==> config.mk <==
export PLATFORM = sky130hd
export DESIGN_NAME = seg7_scan_driver
export DESIGN_NICKNAME = d
export VERILOG_FILES = /design/src/rtl/seg7_pkg.sv /design/src/rtl/seg7_hex_decode.sv /design/src/rtl/seg7_scan_driver.sv
export SDC_FILE = /design/constraint.sdc
export NUM_CORES = 1
export LEC_CHECK = 0
export BUFFER_PORTS_ARGS = -buffer_cell sky130_fd_sc_hd__buf_4
export CORE_MARGIN = 5
export CORE_UTILIZATION = 60
export CTS_BUF_LIST = sky130_fd_sc_hd__clkbuf_16
export DETAILED_ROUTE_END_ITERATION = 6
export PLACE_DENSITY = 0.8
export SYNTH_ARGS = -nofsm -noshare
export SYNTH_HDL_FRONTEND = slang
export SYNTH_HIERARCHICAL = 1
export SYNTH_SLANG_ARGS = --single-unit
==> constraint.sdc <==
create_clock -name clk -period 9.25 [get_ports clk]
set_clock_uncertainty 0.15 [all_clocks]
set_input_delay 2.3125 -clock clk [delete_from_list [all_inputs] [get_ports clk]]
set_output_delay 2.3125 -clock clk [all_outputs]
set_load 0.05 [all_outputs]
==> src/rtl/seg7_pkg.sv <==
// Shared constants and helpers for the 7-segment scan driver: blank pattern,
// hex-to-segment table and the all-anodes-off mask.
package seg7_pkg;

  localparam logic [7:0] SEG_BLANK = 8'hFF;

  // Active-low {dp,g,f,e,d,c,b,a}; entry n sits at bits [8n+7:8n], dp bit held high (off).
  localparam logic [127:0] HEX_SEG_TABLE = {
    8'h8E, 8'h86, 8'hA1, 8'hC6, 8'h83, 8'h88, 8'h90, 8'h80,
    8'hF8, 8'h82, 8'h92, 8'h99, 8'hB0, 8'hA4, 8'hF9, 8'hC0
  };

  function automatic logic [7:0] hex_seg(input logic [3:0] nibble);
    return HEX_SEG_TABLE[{nibble, 3'b000} +: 8];
  endfunction

  // Low n bits set: every anode of an n-digit display driven inactive.
  function automatic logic [7:0] anode_off(input int n);
    logic [7:0] r;
    r = '0;
    for (int i = 0; i < 8; i++) begin
      if (i < n) r[i] = 1'b1;
    end
    return r;
  endfunction

endpackage

==> src/rtl/seg7_hex_decode.sv <==
// Combinational nibble + decimal point to active-low segment pattern.
module seg7_hex_decode
  import seg7_pkg::*;
(
  input  logic [3:0] nibble,
  input  logic       dp,
  output logic [7:0] seg
);

  always_comb begin
    seg    = hex_seg(nibble);
    seg[7] = ~dp;
  end

endmodule

==> src/rtl/seg7_scan_driver.sv <==
// Time-multiplexed N-digit 7-segment driver with frame-synchronous data commit,
// leading-zero suppression, PWM brightness and an anti-ghost guard at each slot start.
module seg7_scan_driver
  import seg7_pkg::*;
#(
  parameter int unsigned NUM_DIGITS = 4,
  parameter int unsigned SCAN_DIV   = 100000,
  parameter int unsigned GUARD      = 2
) (
  input  logic                    clk,
  input  logic                    reset,
  input  logic [4*NUM_DIGITS-1:0] data_in,
  input  logic [NUM_DIGITS-1:0]   dp_in,
  input  logic [NUM_DIGITS-1:0]   digit_en,
  input  logic                    load,
  input  logic                    lzs_en,
  input  logic [3:0]              brightness,
  output logic [7:0]              seg,
  output logic [NUM_DIGITS-1:0]   an,
  output logic                    frame_tick
);

  localparam int unsigned IDX_W = (NUM_DIGITS > 1) ? $clog2(NUM_DIGITS) : 1;
  localparam int unsigned DIV_W = (SCAN_DIV > 1) ? $clog2(SCAN_DIV) : 1;

  localparam logic [IDX_W-1:0]      IDX_LAST    = IDX_W'(NUM_DIGITS - 1);
  localparam logic [DIV_W-1:0]      DIV_LAST    = DIV_W'(SCAN_DIV - 1);
  localparam logic [DIV_W-1:0]      DIV_GUARD   = DIV_W'(GUARD);
  localparam logic [7:0]            AN_OFF_FULL = anode_off(int'(NUM_DIGITS));
  localparam logic [NUM_DIGITS-1:0] AN_OFF      = AN_OFF_FULL[NUM_DIGITS-1:0];

  logic [DIV_W-1:0]        div_q;
  logic [IDX_W-1:0]        idx_q;
  logic [3:0]              pwm_q;
  logic [4*NUM_DIGITS-1:0] sh_data_q, disp_data_q;
  logic [NUM_DIGITS-1:0]   sh_dp_q, disp_dp_q;
  logic [NUM_DIGITS-1:0]   sh_en_q, disp_en_q;
  logic [7:0]              seg_q;
  logic [NUM_DIGITS-1:0]   an_q;
  logic                    tick_q;

  logic                    slot_end, frame_end;
  logic [NUM_DIGITS-1:0]   blank_mask;
  logic                    zero_run;
  logic [3:0]              sel_nibble;
  logic                    sel_dp, sel_blank;
  logic [7:0]              dec_seg;
  logic [7:0]              seg_d;
  logic [NUM_DIGITS-1:0]   an_d;

  assign slot_end  = (div_q == DIV_LAST);
  assign frame_end = slot_end && (idx_q == IDX_LAST);

  // Walk from the most significant digit down; disabled digits keep the zero run
  // alive, while a nonzero nibble or a lit dp ends it.
  always_comb begin
    zero_run   = 1'b1;
    blank_mask = '0;
    for (int i = int'(NUM_DIGITS) - 1; i >= 0; i--) begin
      zero_run = zero_run &
                 (~disp_en_q[i] | ((disp_data_q[4*i +: 4] == 4'h0) & ~disp_dp_q[i]));
      blank_mask[i] = ~disp_en_q[i] | (lzs_en & zero_run & (i != 0));
    end
  end

  always_comb begin
    sel_nibble = disp_data_q[4*int'(idx_q) +: 4];
    sel_dp     = disp_dp_q[idx_q];
    sel_blank  = blank_mask[idx_q];
  end

  seg7_hex_decode u_decode (
    .nibble (sel_nibble),
    .dp     (sel_dp),
    .seg    (dec_seg)
  );

  always_comb begin
    an_d = AN_OFF;
    if ((div_q >= DIV_GUARD) && (pwm_q <= brightness)) begin
      an_d[idx_q] = 1'b0;
    end
    seg_d = ((an_d == AN_OFF) || sel_blank) ? SEG_BLANK : dec_seg;
  end

  always_ff @(posedge clk or posedge reset) begin
    if (reset) begin
      div_q       <= '0;
      idx_q       <= '0;
      pwm_q       <= '0;
      sh_data_q   <= '0;
      sh_dp_q     <= '0;
      sh_en_q     <= '0;
      disp_data_q <= '0;
      disp_dp_q   <= '0;
      disp_en_q   <= '0;
      seg_q       <= SEG_BLANK;
      an_q        <= AN_OFF;
      tick_q      <= 1'b0;
    end else begin
      pwm_q <= pwm_q + 4'd1;
      if (slot_end) begin
        div_q <= '0;
        idx_q <= (idx_q == IDX_LAST) ? '0 : idx_q + 1'b1;
      end else begin
        div_q <= div_q + 1'b1;
      end
      if (load) begin
        sh_data_q <= data_in;
        sh_dp_q   <= dp_in;
        sh_en_q   <= digit_en;
      end
      // Commit reads the pre-edge shadow, so a coincident load lands one frame later.
      if (frame_end) begin
        disp_data_q <= sh_data_q;
        disp_dp_q   <= sh_dp_q;
        disp_en_q   <= sh_en_q;
      end
      seg_q  <= seg_d;
      an_q   <= an_d;
      tick_q <= frame_end;
    end
  end

  assign seg        = seg_q;
  assign an         = an_q;
  assign frame_tick = tick_q;

endmodule
; ---- After elaboration in Yosys (flattened, before gate mapping)
; Cells that the tools add are included.
[totals]
ff_bits = 84
out_inout_bits = 13
input_bits = 32
[classes]
order_cmp = 4
reduce_logical = 7
muxes = 10
n_shift = 2
bitwise = 23
addsub = 3
eq_ne = 3
[ops]
columns = op, count
row1 = $shiftx A128 B8 Y7 const A, 1
row2 = $add A17 B1 Y17 const B, 1
row3 = $eq A17 B17 Y1 const B, 1
row4 = $ge A17 B2 Y1 const B, 1
row5 = $mux W17, 1
row6 = $shiftx A16 B5 Y4, 1
row7 = $logic_not A4 Y1, 3
row8 = $and A1 B1 Y1, 8
row9 = $mux W8, 1
row10 = $not A1 Y1, 8
row11 = $or A1 B1 Y1, 6
row12 = $add A4 B1 Y4 const B, 1
row13 = $bmux W1 S2, 2
row14 = $eq A4 B4 Y1 const B, 1
row15 = $le A4 B4 Y1, 1
row16 = $mux W4, 1
row17 = $not A4 Y4, 1
row18 = $logic_and A1 B1 Y1, 3
row19 = $lt A2 B3 Y1 const B, 1
row20 = $mux W1, 3
row21 = $add A2 B1 Y2 const B, 1
row22 = $demux W1 S2, 1
row23 = $eq A2 B2 Y1 const B, 1
row24 = $ge A2 B1 Y1 const B, 1
row25 = other kinds (2), 2

; ---- Longest topological paths before layout
; Gate-level depths: netlist of run 1.
[logic_depth]
ltp_word = 11
mapped_depth = 9
depth_no_buf = 8

; ---- Cells and area by module
; Netlist of run 1, hierarchy kept.
[by_module_without_submodules]
columns = module, seq_area_each_um2, area_each_um2, n_inst, cells_per_inst
row1 = seg7_scan_driver, 2117.0, 3739.8, 1, 276
row2 = seg7_hex_decode, 0.0, 256.5, 1, 37

; ---- Least setup slack after synthesis of run 1
; OpenSTA, ideal clock, no wires.
[synth_timing]
path_kind = input to register
startpoint = input port brightness[1]
endpoint = register seg_q[1] (netlist: seg[1])
path_stages = 8
arrival_ps = 3542
setup_slack_ps = 5461
t_required_ps = 9003
setup_ps = 97
cell_sequence = inv_1 > ha_1 > nor2b_1 > o21ai_0 > a21oi_1 > a41oi_1 > clkbuf_1 > nand3_1
[synth_between]
elab_chain_cells = 6
[synth_rtl]
columns = element, line
row1 = "start, declared", seg7_scan_driver.sv:17  ; input logic [3:0] brightness,
row2 = $le A4 B4 Y1, seg7_scan_driver.sv:80  ; if ((div_q >= DIV_GUARD) && (pwm_q <= brightness)) begin
row3 = $logic_and A1 B1 Y1, seg7_scan_driver.sv:80
row4 = $mux W4, seg7_scan_driver.sv:80
row5 = $eq A4 B4 Y1, seg7_scan_driver.sv:83  ; seg_d = ((an_d == AN_OFF) || sel_blank) ? SEG_BLANK : dec_seg;
row6 = $logic_or A1 B1 Y1, seg7_scan_driver.sv:83
row7 = $mux W8, seg7_scan_driver.sv:83
row8 = net seg_d[1], seg7_scan_driver.sv:48  ; logic [7:0] seg_d;
row9 = "end signal, assigned", seg7_scan_driver.sv:119  ; seg_q <= seg_d;
row10 = "end, declared", seg7_scan_driver.sv:38  ; logic [7:0] seg_q;
; The timed path passes the listed nets, and every way through them passes these cells.
; A chain may end at the register's enable or synchronous reset.

; ---- Worst setup path in the final report of run 1
; Ends and elaborated chain as after synthesis.

==> impl_metrics.tcl, run 1 <==
set metrics [dict create \
    setup_tns_ps 0 \
    synth_top_area_cell "dfrtp_1" \
    power_leakage_uw 0.00220 \
    tightest_slew_ps 1010 \
    r2r_start "div_q[13]" \
    gpl.final_weighted_congestion 0.805 \
    clock_tree.buffer_depth 2 \
    start_util 0.622 \
    critPathMaxStageDelay_ps 720 \
    cellPowerDensity_nw_per_um2 173 \
    nFillCells 432 \
    cp_slowest_cell "a41oi_1" \
    fin_crit_sh 0.426 \
    reg2reg_slack_ps 6620 \
    critPathKind "in2reg" \
    coreArea_um2 6420 \
    design_area_um2 4700 \
    cts-root-buf "clkbuf_16" \
    grt_usage 0.193 \
    outcome "completed" \
    cts.clk_slew.worst_paths_ps 60 \
    netSwitchingFraction 0.191 \
    diodes 0 \
    ctsResizeCount 0 \
    setup_viol_count_final 0 \
    syn_inst 313 \
    dp_hpwl_mm 5.20 \
    synth_top_area_frac 0.451 \
    antenna_found_initial 0 \
    dr.first_iter.drc_count 123 \
    p_sw_uw 155 \
    multi_input_area_um2 1760 \
    max-slew-margin-rel 0.323 \
    cts_buffers 9 \
    cp-start-kind "input pin" \
    via_per_inst 5.85 \
    synth-seq-cells 84 \
    grt_pass1_wl_mm 13.0 \
    areaGrowthSynthToFinish_pct 17.6 \
    yosysWarningCount 6 \
    p_seq_frac 0.473 \
    path_depth 8 \
    synthesis.area_um2 4000 \
    p_comb_frac 0.042 \
    path_buf_inv 2 \
    portBuffers 44 \
    clk_latency_ps 330 \
    hold_path.class "reg2reg" \
    synth_edf_count 0 \
    ys.flop_type "dfrtp_1" \
    reg2reg_to "disp_dp_q[3]" \
    fmax_ghz 0.254 \
    first_global_vias 2717 \
    register_area_um2 2120 \
    layout_commonest_cell "dfrtp_1" \
    synth_nets 363 \
    synth_area_per_cell_um2 12.8 \
    htree_num_levels 3 \
    startpoint "brightness[1]" \
    grt_setup_unrepaired "false" \
    drive_gt1_frac 0.369 \
    dr.pass1.iters 4 \
    final_cell_mix "dfrtp_1 (72), buf_4 (46), mux2_2 (29)" \
    worstPathMaxFanout 12 \
    clock_sinks 84 \
    cp.arrival_ps 3990 \
    cts_hold_buf 0 \
    maxSlewViolCount 0 \
    reg2reg_depth 5 \
    rows 29 \
    ioPinCount 45 \
    path_delay_family "compound AO/OA/AOI/OAI gates" \
    cap_violations 0 \
    vias 2558 \
    nets 407 \
    path_cells "buf_4 > inv_1 > ha_1 > nor2b_1 > o21ai_0 > a21oi_1 > a41oi_1 > nand3_1" \
    cts_tree "yes" \
    post-cts-setup-buffers 0 \
    end_kind "flip-flop" \
    timing_hold_violations_final 0 \
    pwr-share-clk 0.485 \
    vdd_drop_max_mv 0.111 \
    period_needed_ps 3940 \
    yosysSeqAreaShare 0.530 \
    crit_end "seg[1]" \
    grt_start_max_net_pins 85 \
    wl_mm 7.43 \
    overflow 0 \
    wire_per_inst_um 17.0 \
    dieArea_um2 8390 \
    die_h_um 91.6 \
    drc_errors 0 \
    internal_power_uw 658 \
    synthArstFlopShare 1.00 \
    critPathRequiredTime_ps 9300 \
    ant_nets 0 \
    place_area_um2 4360 \
    ys_top_cells_by_area "dfrtp_1 (45%), mux2_2 (8.2%), dfstp_2 (7.9%)" \
    synth_cell_types 45 \
    fp.dieW_um 91.6 \
]
## worst min-delay path by stage
stage,slack (ps),depth (start not counted),from,end
4_1_cts,350,1,pwm_q[3],pwm_q[3]
3_3_place_gp,310,1,pwm_q[0],pwm_q[0]
6_report,340,1,pwm_q[3],pwm_q[3]
5_1_grt,360,1,pwm_q[3],pwm_q[3]
3_5_place_dp,330,1,div_q[13],div_q[13]
2_1_floorplan,290,1,pwm_q[0],pwm_q[0]
## synth_stat cells, types with 2 or more instances
library cell and count:
o21ai_0 9, nor3_1 13, and4_1 2, and3_1 2
nand4_1 8, xnor2_1 11, a21oi_1 2, nor4_2 2
nor2_1 11, buf_6 3, o21ai_1 3, clkbuf_1 7
mux2_4 20, buf_2 3, ha_1 18, mux2_2 29
mux4_2 5, dfstp_2 12, dfrtp_1 72, nand3_1 16
or4_1 2, nand2_1 19, nor4_1 3, inv_1 14
xor2_1 4, mux2i_1 4
## cell type report
type | instances | area share
inverters | 14 | 0.0114
multi-input cells | 202 | 0.374
clock inverters | 5 | 0.0218
flip-flops and latches | 84 | 0.450
clock buffers | 9 | 0.0479
well taps | 77 | 0.0205
repair buffers | 46 | 0.0735
## power by group through the flow
stage	Sequential (µW)	Clock [µW]	Combinational, µW
2_1_floorplan	389	0	20.6
3_3_place_gp	390	0	33.6
3_5_place_dp	391	0	35.0
4_1_cts	385	397	35.2
5_1_grt	386	415	38.6
6_report	384	394	34.2
## metal layers
| metal | up-vias | GRT usage | routed length, µm |
|---|---|---|---|
| met4 | 0 | 0.0678 | 57 |
| li1 | 1205 | - | - |
| met3 | 8 | 0.0401 | 323 |
| met5 | - | 0 | 0 |
| met1 | 1287 | 0.264 | 3490 |
| met2 | 58 | 0.307 | 3550 |
## state kept, by name (all words and copies together) (netlist names), 8 cells and up
name         flops
disp_data_q     16
seg              8
div_q           17
sh_data_q       16
## logic make-up (layout without fill, tap and decap cells)
group | count (synthesis) | in the layout | synth area share
buffers and inverters | 27 | 74 | 0.0319
DFF | 84 | 84 | 0.530
xor gates and xnor gates | 15 | 15 | 0.0329
adders and majority gates | 18 | 18 | 0.0564
AOI/OAI and AO/OA | 24 | 24 | 0.0376
muxes | 58 | 58 | 0.195
and+or+nand+nor | 87 | 87 | 0.116
## per-stage QoR
stage / cells / worst slack [ps] / power [µW] / util / hold WS, ps
global route: 437 / 5030 / 839 / 0.732 / 358
global placement: 423 / 5110 / 424 / 0.680 / 313
floorplan: 313 / 4640 / 410 / - / 290
CTS: 437 / 5300 / 817 / 0.731 / 346
detailed placement: 423 / 5040 / 426 / 0.680 / 333
finish: 437 / 5310 / 813 / 0.732 / 337
No activity file was read; power rests on OpenSTA's default activity.
==> run 2, diff against run 1 <==
ABC_AREA = 1   (was default)
CORE_UTILIZATION = 53   (was 60)
PLACE_DENSITY = 0.75   (was 0.8)
clock period = 3.5 ns   (was 9.25 ns; I/O delays follow)
==> run 2 against run 1 <==
Synthesized area increased by 3.9%. Worst hold slack got worse by 13 ps. Combinational power increased to 2.8 times the previous value. Final cell count increased by 48%. Global-route usage decreased by 1.9 points. Sequential power increased to 2.6 times the previous value. Clock power increased by 140%. Critical endpoint is now seg[3]. Largest cell class unchanged.
==> impl_metrics.tcl, run 2 <==
set metrics [dict create \
    cap_violations 0 \
    grt_pass1_wl_mm 13.8 \
    ys_top_cells_by_area "dfrtp_1 (43%), nand2_1 (10%), dfstp_2 (7.6%)" \
    synth_top_area_frac 0.434 \
    yosysSeqAreaShare 0.510 \
    regMostFlops "div_q" \
    via_per_inst 5.09 \
    synth_top_area_cell "dfrtp_1" \
    start_util 0.540 \
    layout_commonest_cell "nand2_1" \
    coreArea_um2 7690 \
    synth_edf_count 0 \
    synth_common_cells "nand2_1 (114), inv_1 (78), dfrtp_1 (72)" \
    overflow 0 \
    cp.arrival_ps 2750 \
    drive_gt1_frac 0.160 \
    synth_simple_gate_area_share 0.225 \
    final_cell_mix "nand2_1 (114), inv_1 (77), dfrtp_1 (72)" \
    critPathKind "reg2reg" \
    dr.first_iter.drc_count 173 \
    yosysWarningCount 6 \
    outcome "completed" \
    max-slew-margin-rel 0.426 \
    end_kind "flip-flop" \
    maxSlewViolCount 0 \
    dieArea_um2 9710 \
    grt_setup_unrepaired "false" \
    cellPowerDensity_nw_per_um2 419 \
    vias 3280 \
    antenna_found_initial 0 \
    yosysMostFrequentCell "nand2_1" \
    startpoint "idx_q[0]" \
    synth_fa_ha_area_frac 0.0542 \
    synth_compound_area_frac 0.102 \
    synth_top_family_by_area "simple AND/OR/NAND/NOR gates" \
    die_h_um 98.5 \
    synth_cell_types 31 \
    vdd_drop_max_mv 0.385 \
    drc_errors 0 \
    diodes 0 \
    hold_path.class "reg2reg" \
    clock_tree.buffer_depth 2 \
    ioPinCount 45 \
    grt_start_max_net_pins 50 \
    synthXorXnorAreaFrac 0.0169 \
    synthesis.area_um2 4150 \
    reg2reg_slack_ps 840 \
    cts_tree "yes" \
    syn_inst 497 \
    period_needed_ps 2660 \
    ctsResizeCount 0 \
    wl_mm 8.02 \
    fmax_ghz 0.375 \
    tightest_slew_ps 860 \
    setup_tns_ps 0 \
    register_area_um2 2120 \
    setup_viol_count_final 0 \
    ant_nets 0 \
    synth_area_per_cell_um2 8.36 \
    hold_start "pwm_q[0]" \
    wire_per_inst_um 12.4 \
    synthArstFlopShare 1.00 \
    timing_hold_violations_final 0 \
    cts-root-buf "clkbuf_16" \
    post-cts-setup-buffers 0 \
    first_global_vias 3052 \
    grt_usage 0.173 \
    clock_sinks 84 \
    rows 32 \
    largest_reg_flops 17 \
    cts_hold_buf 0 \
    clk_latency_ps 330 \
    dp_hpwl_mm 5.91 \
    multi_input_area_um2 1650 \
    ys.flop_type "dfrtp_1" \
    nets 588 \
    areaGrowthSynthToFinish_pct 16.8 \
    synth-seq-cells 84 \
    worstPathMaxFanout 18 \
    fin_hold_ws_ps 324 \
    htree_num_levels 3 \
    dr.pass1.iters 4 \
    synth_mux_area_frac 0 \
    cp-start-kind "flip-flop" \
    reg_top3 "div_q x17, disp_data_q x16, sh_data_q x16" \
    r2r_start "idx_q[0]" \
    gpl.final_weighted_congestion 0.906 \
    cts_buffers 9 \
    synth_nets 547 \
    portBuffers 44 \
    fin_crit_sh 0.761 \
    fp.dieW_um 98.5 \
    cts.clk_slew.worst_paths_ps 60 \
    critPathRequiredTime_ps 3590 \
    nFillCells 688 \
    power_leakage_uw 0.00245 \
]
## run 2: cell types whose count changed after synthesis, moves of 20 or more
cell and delta:
inv_1 +64, nand2_1 +95, nor2_1 +28, mux2_2 -29, o21ai_0 +35, mux2_4 -20
## run 2: worst paths after layout
| kind | to | cells after the start |
|---|---|---|
| min | pwm_q[0] | 1 |
| max in group asynchronous | disp_data_q[0] | 3 |
| min reg2reg | pwm_q[0] | 1 |
| max reg2reg | seg[3] | 10 |
| max | seg[3] | 10 |
| min in group asynchronous | pwm_q[2] | 2 |
## run 2: kinds of logic (layout without fill, tap and decap cells)
group                      Yosys count  in the layout
AOI/OAI and AO/OA                   78             78
xor gates and xnor gates             8              8
adders and majority gates           18             18
buffers and inverters               95            141
DFF                                 84             84
and+or+nand+nor                    214            214
## run 2: critical path, stage by stage (launching register included)
cell and delay (ps):
dfrtp_1 550, inv_1 360, o21ai_0 130, o22ai_1 660, inv_1 260, nand2_1 150
nand2_1 60, nand2_1 50, nand2_1 50, inv_1 40, nand4_1 90
## run 2: through the flow
| step | cell area [µm²] | power, µW | util | worst slack, ps | std cells |
|---|---|---|---|---|---|
| 2_1_floorplan | 4150 | 1070 | - | 330 | 497 |
| 3_3_place_gp | 4550 | 1110 | 0.592 | 1090 | 629 |
| 3_5_place_dp | 4550 | 1120 | 0.592 | 922 | 629 |
| 4_1_cts | 4850 | 2060 | 0.631 | 880 | 645 |
| 5_1_grt | 4850 | 2110 | 0.631 | 489 | 645 |
| 6_report | 4850 | 2030 | 0.631 | 837 | 645 |
## run 2: final cells by class
class,count,share of cell area
Multi-Input combinational cell,318,0.340
Inverter,80,0.0624
Clock inverter,7,0.0160
Sequential cell,84,0.436
Timing Repair Buffer,45,0.0722
Clock buffer,9,0.0464
Tap cell,102,0.0263
## run 2: routing by layer
| layer | track usage | vias up | part of all wire |
|---|---|---|---|
| li1 | - | 1664 | - |
| met3 | 0.0283 | 14 | 0.041 |
| met5 | 0 | - | 0 |
| met4 | 0.0641 | 0 | 0.014 |
| met2 | 0.270 | 69 | 0.47 |
| met1 | 0.245 | 1533 | 0.47 |
## run 2: power by group
part           internal, µW  leakage (µW)  switching (µW)  total (µW)
logic                  38.6       0.00123            57.3        95.9
clock network           556      0.000146             379         934
registers               997       0.00107            5.97        1000
==> run 3, diff against run 2 <==
clock period = 2.2 ns   (was 3.5 ns; I/O delays follow)
==> run 3 against run 2 <==
Core utilization grew 1.5 points. Combinational power rose by 61%. Sequential share of layout area decreased by 0.99 points. Setup slack lost 630 ps. Total power is 54% higher. Via count up 1.4%. Sequential cell count stayed put. Critical path type unchanged. Critical endpoint is now seg[0]. Largest cell class unchanged.
==> impl_metrics.tcl, run 3 (synthesis results as in run 2) <==
set metrics [dict create \
    vias 3327 \
    ant_nets 0 \
    via_per_inst 5.05 \
    drc_errors 0 \
    grt_usage 0.189 \
    diodes 0 \
    rows 32 \
    cp-start-kind "flip-flop" \
    regMostFlops "div_q" \
    clock_tree.buffer_depth 2 \
    grt_setup_unrepaired "false" \
    maxSlewViolCount 0 \
    ioPinCount 45 \
    cts_buffers 9 \
    dp_hpwl_mm 6.33 \
    cts_tree "yes" \
    dr.pass1.iters 5 \
    dieArea_um2 9710 \
    areaGrowthSynthToFinish_pct 19.5 \
    first_global_vias 3303 \
    cellPowerDensity_nw_per_um2 630 \
    fmax_ghz 0.502 \
    path_buf_inv 4 \
    cp_slowest_cell "dfrtp_1" \
    total_power_uw 3130 \
    cts-root-buf "clkbuf_16" \
    wl_mm 8.52 \
    end_kind "flip-flop" \
    antenna_found_initial 0 \
    gpl.final_weighted_congestion 0.887 \
    coreArea_um2 7690 \
    tightest_slew_ps 440 \
    grt_pass1_wl_mm 15.2 \
    clk_latency_ps 330 \
    vdd_drop_max_mv 0.486 \
    cts.clk_slew.worst_paths_ps 60 \
    place_area_um2 4690 \
    drive_gt1_frac 0.185 \
    path_cells "buf_4 > o21ai_0 > o22ai_2 > buf_4 > ha_1 > inv_1 > nand2_1 > nand3_1 > nand2_1 > inv_1 > nand4_1" \
    power_leakage_uw 0.00252 \
    clock_sinks 84 \
    start_util 0.540 \
    grt_use_met2 0.319 \
    setup_viol_count_final 0 \
    fin_crit_sh 0.905 \
    timing_hold_violations_final 0 \
    cp.arrival_ps 2090 \
    largest_reg_flops 17 \
    top_usage_layer "met2" \
    instances_no_fill 659 \
    register_area_um2 2120 \
    worstPathMaxFanout 7 \
    reg_top3 "div_q x17, disp_data_q x16, sh_data_q x16" \
    critPathRequiredTime_ps 2300 \
    die_h_um 98.5 \
    nFillCells 657 \
    period_needed_ps 1990 \
    wire_per_inst_um 12.9 \
    layout_commonest_cell "nand2_1" \
    nets 602 \
    setup_tns_ps 0 \
    critPathKind "reg2reg" \
    htree_num_levels 3 \
    fp.dieW_um 98.5 \
    dr.first_iter.drc_count 189 \
    portBuffers 44 \
    path_delay_family "buffers and inverters" \
    grt_start_max_net_pins 85 \
    multi_input_area_um2 1660 \
    design_area_um2 4960 \
    cap_violations 0 \
    final_cell_mix "nand2_1 (114), inv_1 (76), dfrtp_1 (72)" \
    grtUsageMet3 0.0333 \
    max-slew-margin-rel 0.707 \
    placed_cells 643 \
    use_met1 0.244 \
    overflow 0 \
    hold_path.class "in2async" \
    outcome "completed" \
    critPathMaxStageDelay_ps 430 \
]
## run 3: cell types whose count changed in the layout (fill, tap and decap cells not counted), sizes merged
cell      previous run  this run
inv                 78        79
buf                 45        59
clkinvlp             1         3
bufinv               1         0
clkinv               7         5
## run 3: stage by stage
stage	util	setup slack (ps)	hold WS [ps]
final	0.646	210	170
after global routing	0.646	24.3	243
after global placement	0.610	222	311
after detailed placement	0.610	137	330
after CTS	0.646	223	204
after floorplan	-	45.4	290
## run 3: final cells by class
type	instances	share of cell area
Sequential cell	84	0.427
Multi-Input combinational cell	318	0.334
Timing Repair Buffer	59	0.0968
Inverter	80	0.0615
Clock buffer	9	0.0454
Tap cell	102	0.0257
Clock inverter	7	0.0103
## run 3: where the power goes
part           switching, µW  internal (µW)  leakage, µW
logic                   92.4           61.8      0.00132
registers               9.96           1590      0.00107
clock network            612            767     0.000132
## run 3: per-layer routing
metal / part of all wire / vias up
met5: 0 / -
met4: 0.015 / 0
met3: 0.043 / 11
met2: 0.48 / 63
met1: 0.46 / 1555
li1: - / 1698
## run 3: worst paths after layout
| kind | start | end | slack, ps | cells past startpoint |
|---|---|---|---|---|
| setup / recovery | idx_q[0] | seg[0] | 210 | 11 |
| hold / removal | reset | sh_en_q[3] | 170 | 3 |
| setup reg to reg | idx_q[0] | seg[0] | 210 | 11 |
| hold reg to reg | pwm_q[0] | pwm_q[0] | 340 | 1 |
| max in group asynchronous | reset | seg[6] | 1360 | 3 |
| min in group clk | data_in[0] | sh_data_q[0] | 260 | 3 |
## run 3: what timing repair did
action / in CTS / in global routing
resized for setup: 0 / 1
hold buffers: 0 / 0
endpoints found under the setup margin: 0 / 1
buffers inserted: 0 / 0
## run 3: tightest hold or removal path: stages
cell	delay [ps]
buf_4	120
clkinvlp_4	70
buf_12	340
